<file path="src/rtl/seek_controller.sv">
`default_nettype none
// ============================================================================
//  Module      : seek_controller
//  Description : Host-side floppy seek engine. Turns seek / recalibrate
//                commands into timed dir_sel + step_n pulse trains, tracks
//                head position and homes on the drive track-0 sensor.
//  Revision    : 1.0 - initial release
// ============================================================================
module seek_controller #(
    parameter int SETUP_CYCLES  = 12,
    parameter int PULSE_CYCLES  = 12,
    parameter int STEP_CYCLES   = 36000,
    parameter int SETTLE_CYCLES = 180000,
    parameter int MAX_TRACK     = 79,
    parameter int RECAL_MAX     = 85,
    parameter int TRACK_W       = 7
) (
    input  logic               clk,
    input  logic               rst,
    input  logic               cmd_valid,
    output logic               cmd_ready,
    input  logic               cmd_recal,
    input  logic [TRACK_W-1:0] cmd_track,
    output logic               step_n,
    output logic               dir_sel,
    input  logic               tr0,
    output logic [TRACK_W-1:0] cur_track,
    output logic               track_valid,
    output logic               busy,
    output logic               done,
    output logic               err
);

    localparam int c_gap_len = STEP_CYCLES - PULSE_CYCLES;
    localparam int c_max_a   = (SETUP_CYCLES > PULSE_CYCLES) ? SETUP_CYCLES : PULSE_CYCLES;
    localparam int c_max_b   = (c_gap_len > SETTLE_CYCLES) ? c_gap_len : SETTLE_CYCLES;
    localparam int c_max_len = (c_max_a > c_max_b) ? c_max_a : c_max_b;
    localparam int c_cnt_w   = $clog2(c_max_len + 1);
    localparam int c_rc_w    = $clog2(RECAL_MAX + 1);

    localparam logic [c_cnt_w-1:0] c_setup_last  = c_cnt_w'(SETUP_CYCLES - 1);
    localparam logic [c_cnt_w-1:0] c_pulse_last  = c_cnt_w'(PULSE_CYCLES - 1);
    localparam logic [c_cnt_w-1:0] c_gap_last    = c_cnt_w'(c_gap_len - 1);
    localparam logic [c_cnt_w-1:0] c_settle_last = c_cnt_w'(SETTLE_CYCLES - 1);
    localparam logic [c_rc_w-1:0]  c_recal_max   = c_rc_w'(RECAL_MAX);
    localparam logic [TRACK_W-1:0] c_max_track   = TRACK_W'(MAX_TRACK);
    localparam logic [TRACK_W-1:0] c_one         = TRACK_W'(1);

    localparam logic [2:0] c_st_idle   = 3'd0;
    localparam logic [2:0] c_st_setup  = 3'd1;
    localparam logic [2:0] c_st_pulse  = 3'd2;
    localparam logic [2:0] c_st_gap    = 3'd3;
    localparam logic [2:0] c_st_settle = 3'd4;
    localparam logic [2:0] c_st_done   = 3'd5;

    logic [2:0]         r_state;
    logic [2:0]         w_state_nxt;
    logic               w_last;
    logic [c_cnt_w-1:0] r_cnt;
    logic [c_rc_w-1:0]  r_rcnt;
    logic [1:0]         r_tr0_sync;
    logic               r_tr0_s;
    logic               r_recal;
    logic [TRACK_W-1:0] r_target;
    logic [TRACK_W-1:0] r_cur_track;
    logic               r_track_valid;
    logic               r_dir;
    logic               r_step_n;
    logic               r_err;
    logic               w_seek_bad;
    logic               w_enter_pulse;

    assign r_tr0_s     = r_tr0_sync[1];
    assign cmd_ready   = (r_state == c_st_idle);
    assign busy        = (r_state != c_st_idle);
    assign done        = (r_state == c_st_done);
    assign err         = done & r_err;
    assign step_n      = r_step_n;
    assign dir_sel     = r_dir;
    assign cur_track   = r_cur_track;
    assign track_valid = r_track_valid;

    assign w_seek_bad    = !r_track_valid || (cmd_track > c_max_track);
    assign w_enter_pulse = (w_state_nxt == c_st_pulse) && (r_state != c_st_pulse);

    // Two-flop synchronizer for the asynchronous track-0 sensor
    always_ff @(posedge clk or posedge rst) begin
        if (rst) r_tr0_sync <= 2'b00;
        else     r_tr0_sync <= {r_tr0_sync[0], tr0};
    end

    // State register
    always_ff @(posedge clk or posedge rst) begin
        if (rst) r_state <= c_st_idle;
        else     r_state <= w_state_nxt;
    end

    // Next-state logic: per-state dwell timeout and seek/recal branch decisions
    always_comb begin
        w_state_nxt = r_state;
        w_last      = 1'b0;
        case (r_state)
            c_st_setup:  w_last = (r_cnt == c_setup_last);
            c_st_pulse:  w_last = (r_cnt == c_pulse_last);
            c_st_gap:    w_last = (r_cnt == c_gap_last);
            c_st_settle: w_last = (r_cnt == c_settle_last);
            default:     w_last = 1'b0;
        endcase
        case (r_state)
            c_st_idle: begin
                if (cmd_valid) begin
                    if (cmd_recal)
                        w_state_nxt = r_tr0_s ? c_st_done : c_st_setup;
                    else if (w_seek_bad || (cmd_track == r_cur_track))
                        w_state_nxt = c_st_done;
                    else
                        w_state_nxt = c_st_setup;
                end
            end
            c_st_setup:  if (w_last) w_state_nxt = c_st_pulse;
            c_st_pulse:  if (w_last) w_state_nxt = c_st_gap;
            c_st_gap: begin
                if (w_last) begin
                    if (r_recal) begin
                        if (r_tr0_s)                    w_state_nxt = c_st_settle;
                        else if (r_rcnt == c_recal_max) w_state_nxt = c_st_done;
                        else                            w_state_nxt = c_st_pulse;
                    end else begin
                        w_state_nxt = (r_cur_track == r_target) ? c_st_settle : c_st_pulse;
                    end
                end
            end
            c_st_settle: if (w_last) w_state_nxt = c_st_done;
            c_st_done:   w_state_nxt = c_st_idle;
            default:     w_state_nxt = c_st_idle;
        endcase
    end

    // Dwell counter restarts on every state change
    always_ff @(posedge clk or posedge rst) begin
        if (rst)
            r_cnt <= '0;
        else if ((w_state_nxt != r_state) || (r_state == c_st_idle))
            r_cnt <= '0;
        else
            r_cnt <= r_cnt + c_cnt_w'(1);
    end

    // Step line is low exactly while in PULSE; registered so the cable sees no glitches
    always_ff @(posedge clk or posedge rst) begin
        if (rst) r_step_n <= 1'b1;
        else     r_step_n <= (w_state_nxt != c_st_pulse);
    end

    // Command latch, head position, recal step count and completion status
    always_ff @(posedge clk or posedge rst) begin
        if (rst) begin
            r_recal       <= 1'b0;
            r_target      <= '0;
            r_cur_track   <= '0;
            r_track_valid <= 1'b0;
            r_dir         <= 1'b1;
            r_rcnt        <= '0;
            r_err         <= 1'b0;
        end else begin
            if ((r_state == c_st_idle) && cmd_valid) begin
                r_recal <= cmd_recal;
                r_err   <= 1'b0;
                if (cmd_recal) begin
                    r_dir  <= 1'b1;
                    r_rcnt <= '0;
                    if (r_tr0_s) begin
                        r_cur_track   <= '0;
                        r_track_valid <= 1'b1;
                    end else begin
                        r_track_valid <= 1'b0;
                    end
                end else begin
                    r_target <= cmd_track;
                    if (w_seek_bad)
                        r_err <= 1'b1;
                    else if (cmd_track != r_cur_track)
                        r_dir <= (cmd_track < r_cur_track);
                end
            end
            // Position moves on the same edge that drops step_n
            if (w_enter_pulse) begin
                if (r_recal)    r_rcnt      <= r_rcnt + c_rc_w'(1);
                else if (r_dir) r_cur_track <= r_cur_track - c_one;
                else            r_cur_track <= r_cur_track + c_one;
            end
            if ((r_state == c_st_gap) && w_last && r_recal) begin
                if (r_tr0_s) begin
                    r_cur_track   <= '0;
                    r_track_valid <= 1'b1;
                end else if (r_rcnt == c_recal_max) begin
                    r_track_valid <= 1'b0;
                    r_err         <= 1'b1;
                end
            end
        end
    end

endmodule
`default_nettype wire

</file>
<file path="config.mk">
export PLATFORM = sky130hd
export DESIGN_NAME = seek_controller
export DESIGN_NICKNAME = d
export VERILOG_FILES = /design/src/rtl/seek_controller.sv
export SDC_FILE = /design/constraint.sdc
export NUM_CORES = 1
export LEC_CHECK = 0
export ABC_AREA = 1
export CAP_MARGIN = 40
export CORE_ASPECT_RATIO = 1.4
export CORE_MARGIN = 4
export CORE_UTILIZATION = 45
export DETAILED_ROUTE_END_ITERATION = 8
export GPL_ROUTABILITY_DRIVEN = 0
export SYNTH_ARGS = -nofsm -noshare
export SYNTH_HDL_FRONTEND = slang
export SYNTH_SLANG_ARGS = --single-unit
</file>
<file path="constraint.sdc">
create_clock -name clk -period 2.4 [get_ports clk]
set_input_delay 0.72 -clock clk [delete_from_list [all_inputs] [get_ports clk]]
set_output_delay 0.72 -clock clk [all_outputs]
set_load 0.03 [all_outputs]
</file>
==> results.cfg, run 1 <==
[setup_path]
endpoint = dir_sel
worstPathRequired_ns = 1.68
r2r-end = cur_track[3]
reg2reg_depth = 15
path_cells = clkdlybuf4s50_1
startpoint = dir_sel
critical_path_arrival_ns = 1.62
cp_max_fo = 6
r2r-start = r_state[1]
path_class = register to output port
cp_top_family = buffers and inverters
end_kind = output port
slowest_stage = clkdlybuf4s50_1
cp.depth = 1
startpoint_type = register
cp_num_buf_inv = 1
r2r_slack_ns = 0.24
critical_path.max_stage_delay_ns = 0.70

[yosys]
ys_types = 40
synth_top_flop_cell = dfrtp_1
ys_ff_latch = 49
synth.net_count = 481
avgSynthCellArea_sq_um = 7.518
synth_cells = 453
ys_warn_count = 0
synth_edf_count = 0
ys_async_sr_fraction_pct = 100.0
yosysSeqAreaShare_pct = 36.08
syn_area_sq_mm = 0.003406

[clock_tree]
ctsHoldBuffers = 0
cts_buffers = 5
clkLatencyLatePin_ns = 0.31
root_buffer = clkbuf_8
clock_path_buffers = 2
path_clk_slew_ns = 0.09
clock-sinks = 49
cts_tree = done
htreeDepth = 2

[drt]
vias_per_cell = 5.041
drt_iter0_drc = 107
routed_wl_um = 8329
detail_route.wl_per_cell_um = 13.61
first_pass_iters = 4
vias = 3085
ant_nets = 0
drc = 0

[cells_and_area]
n_antenna_cell = 0
design_area_sq_mm = 0.004237
final_net_count = 542
area_delta_synth_final_pct = 24.39
final_layout_size_suffix_gt1_share_pct = 20.39
fin_cells = 612

[power_and_ir_drop]
p_leak_nw = 1.855
max-vdd-ir-drop_uv = 680.4
power-per-cell-area_mw_per_mm2 = 1018

[floorplanning]
initial_core_util_pct = 46.27
rows = 37
pin_count = 26
core-area_sq_mm = 0.007361
die-width_um = 81.53
die_y_um = 110.9
fp.dieArea_sq_mm = 0.009044

[place]
portBuffers = 25
hpwl_um = 6341
placed_area_sq_mm = 0.003965
dp.cells = 594

[grt]
antenna_found_initial = 0
grt_pass1_vias = 3114
grt_max_degree = 50
grt_pass1_wl_um = 14220
gr-total-overflow = 0
grt_use_total_pct = 19.83

[sta]
setup_viol = 0
finalHoldViolCount = 0
post-route-period-util_pct = 97.47
finalClockSkew_ns = 0.007354
worst_pin_slew_ns = 0.3173
drv_slew = 0
slew_headroom_pct = 78.65
fmaxAchievable_mhz = 427.5
finalCriticalPeriod_ns = 2.339

[run_status]
status = finished, final reports clean

[flow_run]
drv_cap = 0

[min_path]
hold_class = register to register
whs_path_depth = 0
==> per-layer routing <==
layer / vias up / wire [um] / track usage [%]
met4: 0 / 248 / 7.554
met5: - / 0 / 0
met1: 1444 / 3373 / 22.35
met3: 19 / 193 / 2.683
li1: 1576 / - / -
met2: 46 / 4515 / 36.29
==> metrics by stage <==
| stage | setup slack [ns] | power, mW | util (%) | hold WS, ns | setup TNS [ns] |
|---|---|---|---|---|---|
| 2_1_floorplan | 0.1242 | 2.749 | - | 0.3312 | 0 |
| 3_3_place_gp | -0.3581 | 3.560 | 53.87 | 0.3398 | -6.101 |
| 3_5_place_dp | -0.4040 | 3.598 | 53.87 | 0.3418 | -6.839 |
| 4_1_cts | 0.02123 | 4.226 | 55.50 | 0.3767 | 0 |
| 5_1_grt | -0.001289 | 4.670 | 57.56 | 0.3880 | -0.001289 |
| 6_report | 0.06063 | 4.314 | 57.56 | 0.3769 | 0 |
==> sequential cells by signal (all words and copies together) (netlist names) <==
| name | flops |
|---|---|
| r_tr0_sync | 2 |
| r_target | 7 |
| cur_track | 7 |
| step_n | 1 |
| track_valid | 1 |
| r_err | 1 |
| dir_sel | 1 |
| r_cnt | 18 |
| r_state | 3 |
| r_recal | 1 |
| r_rcnt | 7 |
==> worst min path at each step <==
| stage | from | endpoint | slack [ns] |
|---|---|---|---|
| finish | r_tr0_sync[0] | r_tr0_sync[1] | 0.38 |
| global route | r_tr0_sync[0] | r_tr0_sync[1] | 0.39 |
| CTS | r_tr0_sync[0] | r_tr0_sync[1] | 0.38 |
| detailed placement | r_tr0_sync[0] | r_tr0_sync[1] | 0.34 |
| global placement | r_tr0_sync[0] | r_tr0_sync[1] | 0.34 |
| floorplan | r_tr0_sync[0] | r_tr0_sync[1] | 0.33 |
==> synth_stat cells, types with 2 or more instances <==
cell type	n	area, sq um
nand3_1	33	165.2
dfrtp_1	47	1176
ha_1	15	187.7
o211ai_1	2	15.01
xnor2_1	8	70.07
nor2_4	11	123.9
nand2_4	2	22.52
nor2_1	56	210.2
nand2_1	84	315.3
o21ai_0	28	140.1
nand4_1	14	87.58
a21oi_1	15	75.07
buf_2	2	10.01
nor3_1	5	25.02
xor2_1	18	157.7
dfstp_2	2	52.55
clkbuf_1	3	11.26
nand2_2	7	43.79
a31oi_1	2	12.51
nor2_2	6	37.54
o21ai_1	9	45.04
inv_2	4	15.01
nand3_4	2	35.03
inv_1	62	232.7
==> layout make-up <==
class	instances	area [sq um]
Clock buffer	6	82.58
Clock inverter	2	37.54
Fill cell	709	3124
Inverter	67	259.0
Multi-Input combinational cell	328	1931
Sequential cell	49	1232
Tap cell	97	121.4
Timing Repair Buffer	63	573.1
==> power breakdown <==
group | total, mW | switching [mW] | internal, mW
clock network | 0.624 | 0.285 | 0.339
registers | 1.19 | 0.189 | 1.00
logic | 2.50 | 1.46 | 1.04
==> placed cells by master, fill, tap and decap left out, types with 2 or more instances in the layout <==
cell type / Yosys / layout
buf_4: 0 / 34
clkdlybuf4s50_1: 0 / 17
dlygate4sd2_1: 0 / 6
nor2_2: 6 / 12
buf_12: 1 / 3
dfrtp_2: 0 / 3
dfstp_2: 2 / 2
nand2_2: 7 / 11
o21ai_1: 9 / 9
nor2_4: 11 / 12
xor2_1: 18 / 18
nand3_2: 1 / 2
nand2_4: 2 / 2
inv_1: 62 / 61
o211ai_1: 2 / 2
o21ai_0: 28 / 27
inv_2: 4 / 3
clkbuf_8: 0 / 6
ha_1: 15 / 14
nand4_1: 14 / 14
inv_4: 1 / 3
a21oi_1: 15 / 14
buf_6: 0 / 2
nor3_1: 5 / 5
dfrtp_1: 47 / 44
a31oi_1: 2 / 2
nand3_4: 2 / 2
nand3_1: 33 / 32
nand2_1: 84 / 80
xnor2_1: 8 / 8
nor2_1: 56 / 49
==> logic make-up (layout without fill, tap and decap cells) <==
kind of cell	after synthesis	after routing	synth area share [%]
flip-flops	49	49	36.08
XOR/XNOR	26	26	6.686
AND/OR/NAND/NOR	225	225	32.33
AO/OA/AOI/OAI	61	61	9.662
buffers and inverters	76	138	9.147
adder cells (fa/ha/maj)	16	16	6.098
==> repair_timing <==
| item | in CTS | in global routing |
|---|---|---|
| gates resized for setup | 8 | 25 |
| pin swaps | 3 | 13 |
| endpoints found under the setup margin | 20 | 30 |
| buffers inserted | 0 | 10 |
Power figures use the tool's default switching activity.
==> run 2, diff against run 1 <==
--- a/config.mk
+++ b/config.mk
@@ -5,7 +5,6 @@
 export SDC_FILE = /design/constraint.sdc
 export NUM_CORES = 1
 export LEC_CHECK = 0
-export ABC_AREA = 1
 export CAP_MARGIN = 40
 export CORE_ASPECT_RATIO = 1.4
 export CORE_MARGIN = 4
==> run 2 against run 1 <==
Sequential cell count did not move. Largest cell class unchanged. Global-route usage fell by 0.37 points. Sequential power about the same. Final area fell by 0.35%. Synthesized area fell by 6.9%. First-iteration DRC count up 4.7%. Highest routed layer unchanged. The run now ends with setup timing left.
==> results.cfg, run 2 <==
[grt]
antenna_found_initial = 0
grt_max_degree = 50
grt_pass1_wl_um = 12910
globalRouteMet1Util_pct = 20.81
met2_usage_pct = 36.70
grt_pass1_vias = 2758
grt_use_total_pct = 19.46
busiest_layer = met2
gr-total-overflow = 0
use_met3_pct = 2.680

[drt]
drt_iter0_drc = 112
drc = 0
vias_per_cell = 5.479
ant_nets = 0
vias = 2734
first_pass_iters = 4
detail_route.wl_per_cell_um = 15.97
routed_wl_um = 7969

[yosys]
synth.area.top_cells = dfrtp_1, ha_1, xor2_1, xnor2_1, mux2_2
synth_commonest_cells = dfrtp_1, nand2_1, nand3_1
ys_types = 57
synth_top_area_share_pct = 37.10
yosysSeqAreaShare_pct = 38.75
synthMostInstantiatedCell = dfrtp_1
synth_cells = 325
ys_async_sr_fraction_pct = 100.0
synth_top_flop_cell = dfrtp_1
ys_warn_count = 0
ys_ff_latch = 49
avgSynthCellArea_sq_um = 9.756
yosys.area.top_type = dfrtp_1
synth.net_count = 353
syn_area_sq_mm = 0.003171
synth_edf_count = 0

[place]
preCtsSetupSlack_ns = -0.2992
dp.cells = 478
hpwl_um = 5692
portBuffers = 25

[sta]
rsz0062_at_grt = true
finalClockSkew_ns = 0.008086
setup_viol = 19
worst_pin_slew_ns = 0.4825
final.setup.worst_slack_ns = -0.03219
drv_slew = 0
fmaxAchievable_mhz = 411.2
slew_headroom_pct = 67.54
finalCriticalPeriod_ns = 2.432
setup_tns_ns = -0.3088
finalHoldViolCount = 0
post-route-period-util_pct = 101.3

[setup_path]
end_kind = register
path_class = register to register
critical_path_arrival_ns = 2.62
startpoint_type = register
reg2reg_depth = 9
cp_max_fo = 5
worstPathRequired_ns = 2.59

[floorplanning]
initial_core_util_pct = 47.32
pin_count = 26
core-area_sq_mm = 0.006700
rows = 35
die_y_um = 107.3
die-width_um = 78.94
fp.dieArea_sq_mm = 0.008471

[min_path]
hold_class = register to register
whs_path_depth = 0

[cells_and_area]
final_layout_size_suffix_gt1_share_pct = 28.50
regMostFlops = r_cnt
final_net_count = 434
layout_commonest_cell = dfrtp_1
area_delta_synth_final_pct = 33.15
final_cell_mix = dfrtp_1, buf_4, nand2_1
n_antenna_cell = 0
fill_cells = 575
fin_cells = 499
largest_register_ffs = 18
finish.utilization_pct = 63.01

[clock_tree]
cts_buffers = 5
htreeDepth = 2
clock_path_buffers = 2
root_buffer = clkbuf_8
cts_tree = done
ctsHoldBuffers = 0
clkLatencyLatePin_ns = 0.30
path_clk_slew_ns = 0.09
clock-sinks = 49

[power_and_ir_drop]
power-per-cell-area_mw_per_mm2 = 846.0
p_leak_nw = 1.799
max-vdd-ir-drop_uv = 438.3

[flow_run]
drv_cap = 0

[run_status]
status = finished with violations
violations = setup timing
==> run 2: changes by cell type after synthesis, moves of 10 or more <==
cell     change
nand2_1     -60
inv_1       -45
nor2_1      -36
o21ai_0     -20
nand3_1     -11
nor2_4      -11
mux2_2      +10
nor3_2      +10
==> run 2: path summary, 6_finish.rpt <==
kind,to,from,slack [ns]
max in group asynchronous,dir_sel,rst,1.33
worst max register to register,r_cnt[2],r_state[1],-0.03
worst min register to register,r_tr0_sync[1],r_tr0_sync[0],0.35
worst min-delay path,r_tr0_sync[1],r_tr0_sync[0],0.35
worst max-delay path,r_cnt[2],r_state[1],-0.03
min in group asynchronous,r_target[0],rst,0.77
==> run 2: cell families after synthesis <==
group / count (synthesis) / synth area share (%)
and+or+nand+nor: 127 / 22.93
xor gates and xnor gates: 32 / 8.840
DFF: 49 / 38.75
adders and majority gates: 16 / 6.551
AOI/OAI and AO/OA: 63 / 14.72
muxes: 13 / 4.499
buffers and inverters: 25 / 3.709
==> run 2: final cells by class <==
type,instances,area [sq um],share of cell area (%)
Clock inverter,2,35.03,0.8299
Tap cell,92,115.1,2.727
Timing Repair Buffer,82,769.5,18.23
Inverter,17,63.81,1.512
Multi-Input combinational cell,251,1937,45.88
Sequential cell,49,1229,29.10
Clock buffer,6,72.57,1.719
==> run 2: critical path, stage by stage, from the launching register on <==
cell and delay [ns]:
dfrtp_1 0.38, or3b_4 0.40, or3_4 0.35, buf_6 0.13, a2111o_1 0.36, a211o_1 0.31, nand2_2 0.10, buf_6 0.13
buf_12 0.12, nor3_2 0.04
==> run 2: metal layers <==
| layer | vias to the layer above | wire length [um] |
|---|---|---|
| met5 | - | 0 |
| met4 | 0 | 290 |
| met3 | 22 | 184 |
| met2 | 47 | 4477 |
| met1 | 1325 | 3016 |
| li1 | 1340 | - |
==> run 2: through the flow <==
stage	area (sq um)	total power, mW	hold WS (ns)
2_1_floorplan	3173	2.231	0.3312
3_3_place_gp	3837	2.771	0.3351
3_5_place_dp	3837	2.791	0.3373
4_1_cts	4118	3.575	0.3574
5_1_grt	4222	3.818	0.3617
6_report	4222	3.571	0.3550
==> run 2: power breakdown <==
part           internal (mW)  total (mW)  switching (mW)
Combinational          0.833        1.81           0.974
Sequential             0.996        1.19           0.189
Clock                  0.310       0.579           0.270
Total                   2.14        3.57            1.43
==> run 2: timing repair <==
item | CTS | global route
gates cloned | 3 | 0
setup endpoints to repair | 25 | 39
pin swaps | 10 | 12
setup buffers | 6 | 6
resized for setup | 16 | 30
